===== config.mk =====
export PLATFORM = sky130hd
export DESIGN_NAME = router_fsm_flat
export DESIGN_NICKNAME = d
export VERILOG_FILES = /design/src/rtl/router_fsm_if.sv /design/src/rtl/router_fsm.sv /design/src/flat_wrapper.sv
export SDC_FILE = /design/constraint.sdc
export NUM_CORES = 1
export LEC_CHECK = 0
export BUFFER_PORTS_ARGS = -buffer_cell sky130_fd_sc_hd__buf_2
export CAP_MARGIN = 15
export CORE_UTILIZATION = 35
export DETAILED_ROUTE_END_ITERATION = 8
export GPL_ROUTABILITY_DRIVEN = 0
export HOLD_SLACK_MARGIN = 0.08
export PLACE_DENSITY = 0.68
export SYNTH_ARGS = -nofsm -noshare
export SYNTH_HDL_FRONTEND = slang
export SYNTH_SLANG_ARGS = --single-unit

===== constraint.sdc =====
create_clock -name clock -period 3.7 [get_ports clock]
set_input_delay 0.37 -clock clock [delete_from_list [all_inputs] [get_ports clock]]
set_output_delay 0.37 -clock clock [all_outputs]
set_load 0.03 [all_outputs]

===== src/rtl/router_fsm_if.sv =====
// Bundles the router_fsm control-side signals between the input port, router_register, the FIFOs and the synchronizer.
// Optional macro: ROUTER_FSM_STATE_OUT_EN adds the state_dbg debug signal.
interface router_fsm_if;
    logic       pkt_valid;
    logic [1:0] data_in;
    logic       fifo_full;
    logic       fifo_empty_0;
    logic       fifo_empty_1;
    logic       fifo_empty_2;
    logic       soft_reset_0;
    logic       soft_reset_1;
    logic       soft_reset_2;
    logic       parity_done;
    logic       low_pkt_valid;
    logic       detect_add;
    logic       lfd_state;
    logic       ld_state;
    logic       laf_state;
    logic       full_state;
    logic       rst_int_reg;
    logic       write_enb_reg;
    logic       busy;
`ifdef ROUTER_FSM_STATE_OUT_EN
    logic [2:0] state_dbg;
`endif

    // Environment side: drives packet/status inputs, observes the strobes.
    modport master (
        output pkt_valid, data_in, fifo_full,
        output fifo_empty_0, fifo_empty_1, fifo_empty_2,
        output soft_reset_0, soft_reset_1, soft_reset_2,
        output parity_done, low_pkt_valid,
        input  detect_add, lfd_state, ld_state, laf_state, full_state,
        input  rst_int_reg, write_enb_reg, busy
`ifdef ROUTER_FSM_STATE_OUT_EN
        , input state_dbg
`endif
    );

    // FSM side.
    modport slave (
        input  pkt_valid, data_in, fifo_full,
        input  fifo_empty_0, fifo_empty_1, fifo_empty_2,
        input  soft_reset_0, soft_reset_1, soft_reset_2,
        input  parity_done, low_pkt_valid,
        output detect_add, lfd_state, ld_state, laf_state, full_state,
        output rst_int_reg, write_enb_reg, busy
`ifdef ROUTER_FSM_STATE_OUT_EN
        , output state_dbg
`endif
    );
endinterface


===== src/rtl/router_fsm.sv =====
// Control FSM of the 1x3 router: header decode, packet load sequencing, FIFO write enable and busy.
// Optional macro: ROUTER_FSM_STATE_OUT_EN exposes the current state code on state_dbg.
module router_fsm (
    input  logic          clock,
    input  logic          resetn,
    router_fsm_if.slave   bus
);

    typedef enum logic [2:0] {
        DECODE_ADDRESS     = 3'd0,
        LOAD_FIRST_DATA    = 3'd1,
        LOAD_DATA          = 3'd2,
        WAIT_TILL_EMPTY    = 3'd3,
        FIFO_FULL_STATE    = 3'd4,
        LOAD_AFTER_FULL    = 3'd5,
        LOAD_PARITY        = 3'd6,
        CHECK_PARITY_ERROR = 3'd7
    } state_e;

    // Bit order: {detect_add, lfd, ld, laf, full, rst_int, write_enb, busy}
    localparam logic [7:0] OUT_RESET = 8'b1000_0000;

    state_e     state_r;
    state_e     next_state_s;
    logic [1:0] addr_r;
    logic [7:0] out_r;
    logic       hdr_empty_s;
    logic       sel_empty_s;
    logic       sel_soft_rst_s;
    logic       capture_s;

    function automatic logic pick_port(input logic [1:0] sel, input logic p0,
                                       input logic p1, input logic p2);
        logic v;
        v = 1'b0;
        case (sel)
            2'd0:    v = p0;
            2'd1:    v = p1;
            2'd2:    v = p2;
            default: v = 1'b0;
        endcase
        return v;
    endfunction

    // Strobes are a pure function of state; computing them from the next state
    // lets them be registered alongside it with no extra cycle of latency.
    function automatic logic [7:0] decode_outputs(input state_e st);
        logic [7:0] v;
        v = OUT_RESET;
        case (st)
            DECODE_ADDRESS:     v = 8'b1000_0000;
            LOAD_FIRST_DATA:    v = 8'b0100_0011;
            LOAD_DATA:          v = 8'b0010_0010;
            WAIT_TILL_EMPTY:    v = 8'b0000_0001;
            FIFO_FULL_STATE:    v = 8'b0000_1001;
            LOAD_AFTER_FULL:    v = 8'b0001_0011;
            LOAD_PARITY:        v = 8'b0000_0011;
            CHECK_PARITY_ERROR: v = 8'b0000_0101;
            default:            v = OUT_RESET;
        endcase
        return v;
    endfunction

    // Port status selection: header decode uses the live address, later states the latched one.
    always_comb begin
        hdr_empty_s    = pick_port(bus.data_in, bus.fifo_empty_0, bus.fifo_empty_1, bus.fifo_empty_2);
        sel_empty_s    = pick_port(addr_r, bus.fifo_empty_0, bus.fifo_empty_1, bus.fifo_empty_2);
        sel_soft_rst_s = pick_port(addr_r, bus.soft_reset_0, bus.soft_reset_1, bus.soft_reset_2);
        capture_s      = (state_r == DECODE_ADDRESS) && bus.pkt_valid && (bus.data_in != 2'd3);
    end

    // Next-state logic.
    always_comb begin
        next_state_s = state_r;
        if ((state_r != DECODE_ADDRESS) && sel_soft_rst_s) begin
            next_state_s = DECODE_ADDRESS;
        end else begin
            case (state_r)
                DECODE_ADDRESS: begin
                    if (capture_s) begin
                        next_state_s = hdr_empty_s ? LOAD_FIRST_DATA : WAIT_TILL_EMPTY;
                    end else begin
                        next_state_s = DECODE_ADDRESS;
                    end
                end
                WAIT_TILL_EMPTY: begin
                    next_state_s = sel_empty_s ? LOAD_FIRST_DATA : WAIT_TILL_EMPTY;
                end
                LOAD_FIRST_DATA: begin
                    next_state_s = LOAD_DATA;
                end
                LOAD_DATA: begin
                    if (bus.fifo_full) begin
                        next_state_s = FIFO_FULL_STATE;
                    end else if (!bus.pkt_valid) begin
                        next_state_s = LOAD_PARITY;
                    end else begin
                        next_state_s = LOAD_DATA;
                    end
                end
                FIFO_FULL_STATE: begin
                    next_state_s = bus.fifo_full ? FIFO_FULL_STATE : LOAD_AFTER_FULL;
                end
                LOAD_AFTER_FULL: begin
                    if (bus.parity_done) begin
                        next_state_s = DECODE_ADDRESS;
                    end else if (bus.low_pkt_valid) begin
                        next_state_s = LOAD_PARITY;
                    end else begin
                        next_state_s = LOAD_DATA;
                    end
                end
                LOAD_PARITY: begin
                    next_state_s = CHECK_PARITY_ERROR;
                end
                CHECK_PARITY_ERROR: begin
                    next_state_s = bus.fifo_full ? FIFO_FULL_STATE : DECODE_ADDRESS;
                end
                default: begin
                    next_state_s = DECODE_ADDRESS;
                end
            endcase
        end
    end

    // State register and registered strobe outputs.
    always_ff @(posedge clock or negedge resetn) begin
        if (!resetn) begin
            state_r <= DECODE_ADDRESS;
            out_r   <= OUT_RESET;
        end else begin
            state_r <= next_state_s;
            out_r   <= decode_outputs(next_state_s);
        end
    end

    // Header address latch.
    always_ff @(posedge clock or negedge resetn) begin
        if (!resetn) begin
            addr_r <= 2'd0;
        end else if (capture_s) begin
            addr_r <= bus.data_in;
        end else begin
            addr_r <= addr_r;
        end
    end

    assign bus.detect_add    = out_r[7];
    assign bus.lfd_state     = out_r[6];
    assign bus.ld_state      = out_r[5];
    assign bus.laf_state     = out_r[4];
    assign bus.full_state    = out_r[3];
    assign bus.rst_int_reg   = out_r[2];
    assign bus.write_enb_reg = out_r[1];
    assign bus.busy          = out_r[0];
`ifdef ROUTER_FSM_STATE_OUT_EN
    assign bus.state_dbg     = state_r;
`endif

endmodule


===== src/flat_wrapper.sv =====
// flat-port wrapper written by rule: the top's interface ports become plain ports
module router_fsm_flat 
  (clock, resetn, bus_pkt_valid, bus_data_in, bus_fifo_full, bus_fifo_empty_0, bus_fifo_empty_1, bus_fifo_empty_2, bus_soft_reset_0, bus_soft_reset_1, bus_soft_reset_2, bus_parity_done, bus_low_pkt_valid, bus_detect_add, bus_lfd_state, bus_ld_state, bus_laf_state, bus_full_state, bus_rst_int_reg, bus_write_enb_reg, bus_busy);
  router_fsm_if bus_i ();
  input  logic clock;
  input  logic resetn;
  input wire logic [$bits(bus_i.pkt_valid)-1:0] bus_pkt_valid;
  input wire logic [$bits(bus_i.data_in)-1:0] bus_data_in;
  input wire logic [$bits(bus_i.fifo_full)-1:0] bus_fifo_full;
  input wire logic [$bits(bus_i.fifo_empty_0)-1:0] bus_fifo_empty_0;
  input wire logic [$bits(bus_i.fifo_empty_1)-1:0] bus_fifo_empty_1;
  input wire logic [$bits(bus_i.fifo_empty_2)-1:0] bus_fifo_empty_2;
  input wire logic [$bits(bus_i.soft_reset_0)-1:0] bus_soft_reset_0;
  input wire logic [$bits(bus_i.soft_reset_1)-1:0] bus_soft_reset_1;
  input wire logic [$bits(bus_i.soft_reset_2)-1:0] bus_soft_reset_2;
  input wire logic [$bits(bus_i.parity_done)-1:0] bus_parity_done;
  input wire logic [$bits(bus_i.low_pkt_valid)-1:0] bus_low_pkt_valid;
  output wire logic [$bits(bus_i.detect_add)-1:0] bus_detect_add;
  output wire logic [$bits(bus_i.lfd_state)-1:0] bus_lfd_state;
  output wire logic [$bits(bus_i.ld_state)-1:0] bus_ld_state;
  output wire logic [$bits(bus_i.laf_state)-1:0] bus_laf_state;
  output wire logic [$bits(bus_i.full_state)-1:0] bus_full_state;
  output wire logic [$bits(bus_i.rst_int_reg)-1:0] bus_rst_int_reg;
  output wire logic [$bits(bus_i.write_enb_reg)-1:0] bus_write_enb_reg;
  output wire logic [$bits(bus_i.busy)-1:0] bus_busy;
  assign bus_i.pkt_valid = bus_pkt_valid;
  assign bus_i.data_in = bus_data_in;
  assign bus_i.fifo_full = bus_fifo_full;
  assign bus_i.fifo_empty_0 = bus_fifo_empty_0;
  assign bus_i.fifo_empty_1 = bus_fifo_empty_1;
  assign bus_i.fifo_empty_2 = bus_fifo_empty_2;
  assign bus_i.soft_reset_0 = bus_soft_reset_0;
  assign bus_i.soft_reset_1 = bus_soft_reset_1;
  assign bus_i.soft_reset_2 = bus_soft_reset_2;
  assign bus_i.parity_done = bus_parity_done;
  assign bus_i.low_pkt_valid = bus_low_pkt_valid;
  assign bus_detect_add = bus_i.detect_add;
  assign bus_lfd_state = bus_i.lfd_state;
  assign bus_ld_state = bus_i.ld_state;
  assign bus_laf_state = bus_i.laf_state;
  assign bus_full_state = bus_i.full_state;
  assign bus_rst_int_reg = bus_i.rst_int_reg;
  assign bus_write_enb_reg = bus_i.write_enb_reg;
  assign bus_busy = bus_i.busy;
  router_fsm u_core (.clock(clock), .resetn(resetn), .bus(bus_i));
endmodule

==> metrics.txt <==
clk buf depth=2; mux share of post-synthesis cell area=0.0522; htree depth=1; WHS=about 0.39 ns; total power=between 0.7 and 0.8 mW; average wire per standard cell=approximately 12 microns; FMAX=~570 MHz; final non-filler cell total=about 120; full die area=approximately 2400 sq um; synth warn=0; Setup violations, final=0; worst-margin pin slew=0.405 ns; Setup Buffers After CTS=0; worst path cell trace=o21ai_0 -> o22a_1 -> o21ai_0 -> ha_1 -> a21boi_0; Leakage=approximately 0.45 nW; Async SR Flop Fraction=1.00; critical path's slowest cell=dfrtp_1; nets=about 110; largest family of logic cells by synthesized area=compound AO/OA/AOI/OAI gates; clock latency on the worst-skew pair=~0.28 ns; post-layout instance area=911 sq um; post-synth top area share=0.392; Fin Setup TNS=0 ns; DRT antenna net count=0; vias in the first global route=553; VDD IR max=between 300 and 400 uV; Syn Inst Count=70; Pwr Density=~780 nW/um^2; Layout Utilization=0.455; crit share post-route=0.476; ratio of cells with drive above 1 in the final layout=0.370; HP Class=in -> reg; Crit path top cell by count=o21ai_0; synthesized cell area=about 770 sq um; Synth area leader=dfrtp_1; IO Port Bufs=21; Std-Cell Rows=16; IO Count=22; Synth Area in XOR/XNOR=0; Layout area overhead=18.8%; Synth Area in Adders=0.0653; largest net degree at the start of global routing=14; CTS buffer count=3; DRC Markers=0; first-pass GRT wire length=between 2000 and 2500 microns; final max-slew violation count=0; dpl hpwl=roughly 1100 microns; relative max-transition margin=0.727; synth top area cells=dfrtp_1, ha_1, mux2i_1, dfstp_2, o22a_1; Data arrival, critical path=a little under 2 ns; net count after synthesis=approximately 90; First-pass DRT Iterations=3; final worst path period need=1.76 ns; Setup crit start kind=flop; number of synthesized register bits=13; Post-Place Worst Slack=between 1.5 and 2 ns; vias per cell=~4.9; Post-Synth Simple-Gate Area=0.171; Mapped Avg Cell Area=about 11 sq um; critical path class=reg -> reg; number of synthesized flops with an enable pin=0; total track usage=0.137; cell family with most CP delay=compound AO/OA/AOI/OAI gates; DIE WIDTH=about 50 microns; initial antenna violation count=0; status=finished, final reports clean; register area share after synthesis=0.426; final hold violation count=0; DIE HEIGHT=roughly 49 microns; RSZ-0062 raised after global routing=false; DRT Wirelength=around 1400 microns; placed inst area=~900 sq um; critical-path maximum fanout=10; clk root buf=clkbuf_4; min setup slack post-route=between 1.5 and 2 ns; initial DRC count=5; CTS clk-pin slew, worst paths=roughly 0.08 ns; maxcap violations=0; Num Clock Sinks=13; Antenna Cells=0; Critical path buffers and inverters=0; Worst path max stage delay=0.55 ns; Worst Setup End Kind=flop; Clock Skew=between 0.003 and 0.004 ns; library cells used by synthesis=31; ys flop type=dfrtp_1; core area=about 2000 sq um; Starting Density=0.383; overflow left after global routing=0; Placed Cells=about 110; CTS tree=built; Synth Area in Compound Gates=0.230; routed vias=~590; Critical Path RT=slightly below 4 ns
-- state kept, by name, summed over array words and instances, names as in the netlist --
| register | cells |
|---|---|
| u_core.addr_r | 2 |
| u_core.out_r | 8 |
| u_core.state_r | 3 |
-- cells by family after synthesis --
logic type                 after synthesis
buffers and inverters                    7
DFF                                     13
and+or+nand+nor                         20
AOI/OAI and AO/OA                       22
muxes                                    4
adders and majority gates                4
-- worst paths after layout --
check	startpoint	end	slack [ns]	cells after the start
min in group asynchronous	resetn	u_core.out_r[2]	0.50	2
setup / recovery	u_core.state_r[1]	u_core.out_r[6]	1.94	5
setup reg to reg	u_core.state_r[1]	u_core.out_r[6]	1.94	5
max in group asynchronous	resetn	u_core.out_r[7]	2.93	2
hold / removal	bus_data_in[0]	u_core.addr_r[0]	0.39	2
hold reg to reg	u_core.addr_r[1]	u_core.addr_r[1]	0.61	1
-- cell usage after synthesis, drive strengths merged, types with 3 or more instances --
cell    number
o211ai       3
o21ai        3
nand2        4
ha           4
and3         4
buf          3
mux2i        4
dfrtp       12
a21boi       3
a21oi        3
nor2         3
o22a         3
inv          3
-- cells in the final DEF, fill, tap and decap left out, types with 2 or more instances in the layout --
| master | count |
|---|---|
| a21boi_0 | 3 |
| a21oi_1 | 3 |
| and3_1 | 3 |
| buf_2 | 21 |
| clkbuf_4 | 3 |
| dfrtp_1 | 12 |
| ha_1 | 4 |
| inv_1 | 3 |
| mux2i_1 | 4 |
| nand2_1 | 3 |
| nand3_1 | 2 |
| nand3b_1 | 2 |
| nor2_1 | 3 |
| o211ai_1 | 3 |
| o21a_1 | 2 |
| o21ai_0 | 2 |
| o22a_1 | 3 |
| o22ai_2 | 2 |
-- final cells by class --
class | count | area (sq um)
flip-flops and latches | 13 | 327
multi-input cells | 50 | 398
clock buffers | 4 | 26.3
fillers | 211 | 1090
repair buffers | 22 | 115
inverters | 3 | 11.3
well taps | 27 | 33.8
-- layer usage --
metal	vias to the layer above	wire [microns]	track usage
met5	-	0	0
met4	0	26	0.0588
met3	4	78	0.0530
met2	14	672	0.213
met1	274	614	0.168
li1	297	-	-
-- timing repair --
item,4_1_cts,5_1_grt
endpoints found under the hold margin,12,0
hold buffers,1,0
gates resized for setup,0,0
-- report_power, final --
group	internal (mW)	switching, mW	leakage (nW)	total (mW)
Sequential	0.202	0.0593	0.166	0.261
Clock	0.0419	0.0472	0.0150	0.0891
Combinational	0.152	0.211	0.269	0.363
Power figures use the tool's default switching activity.
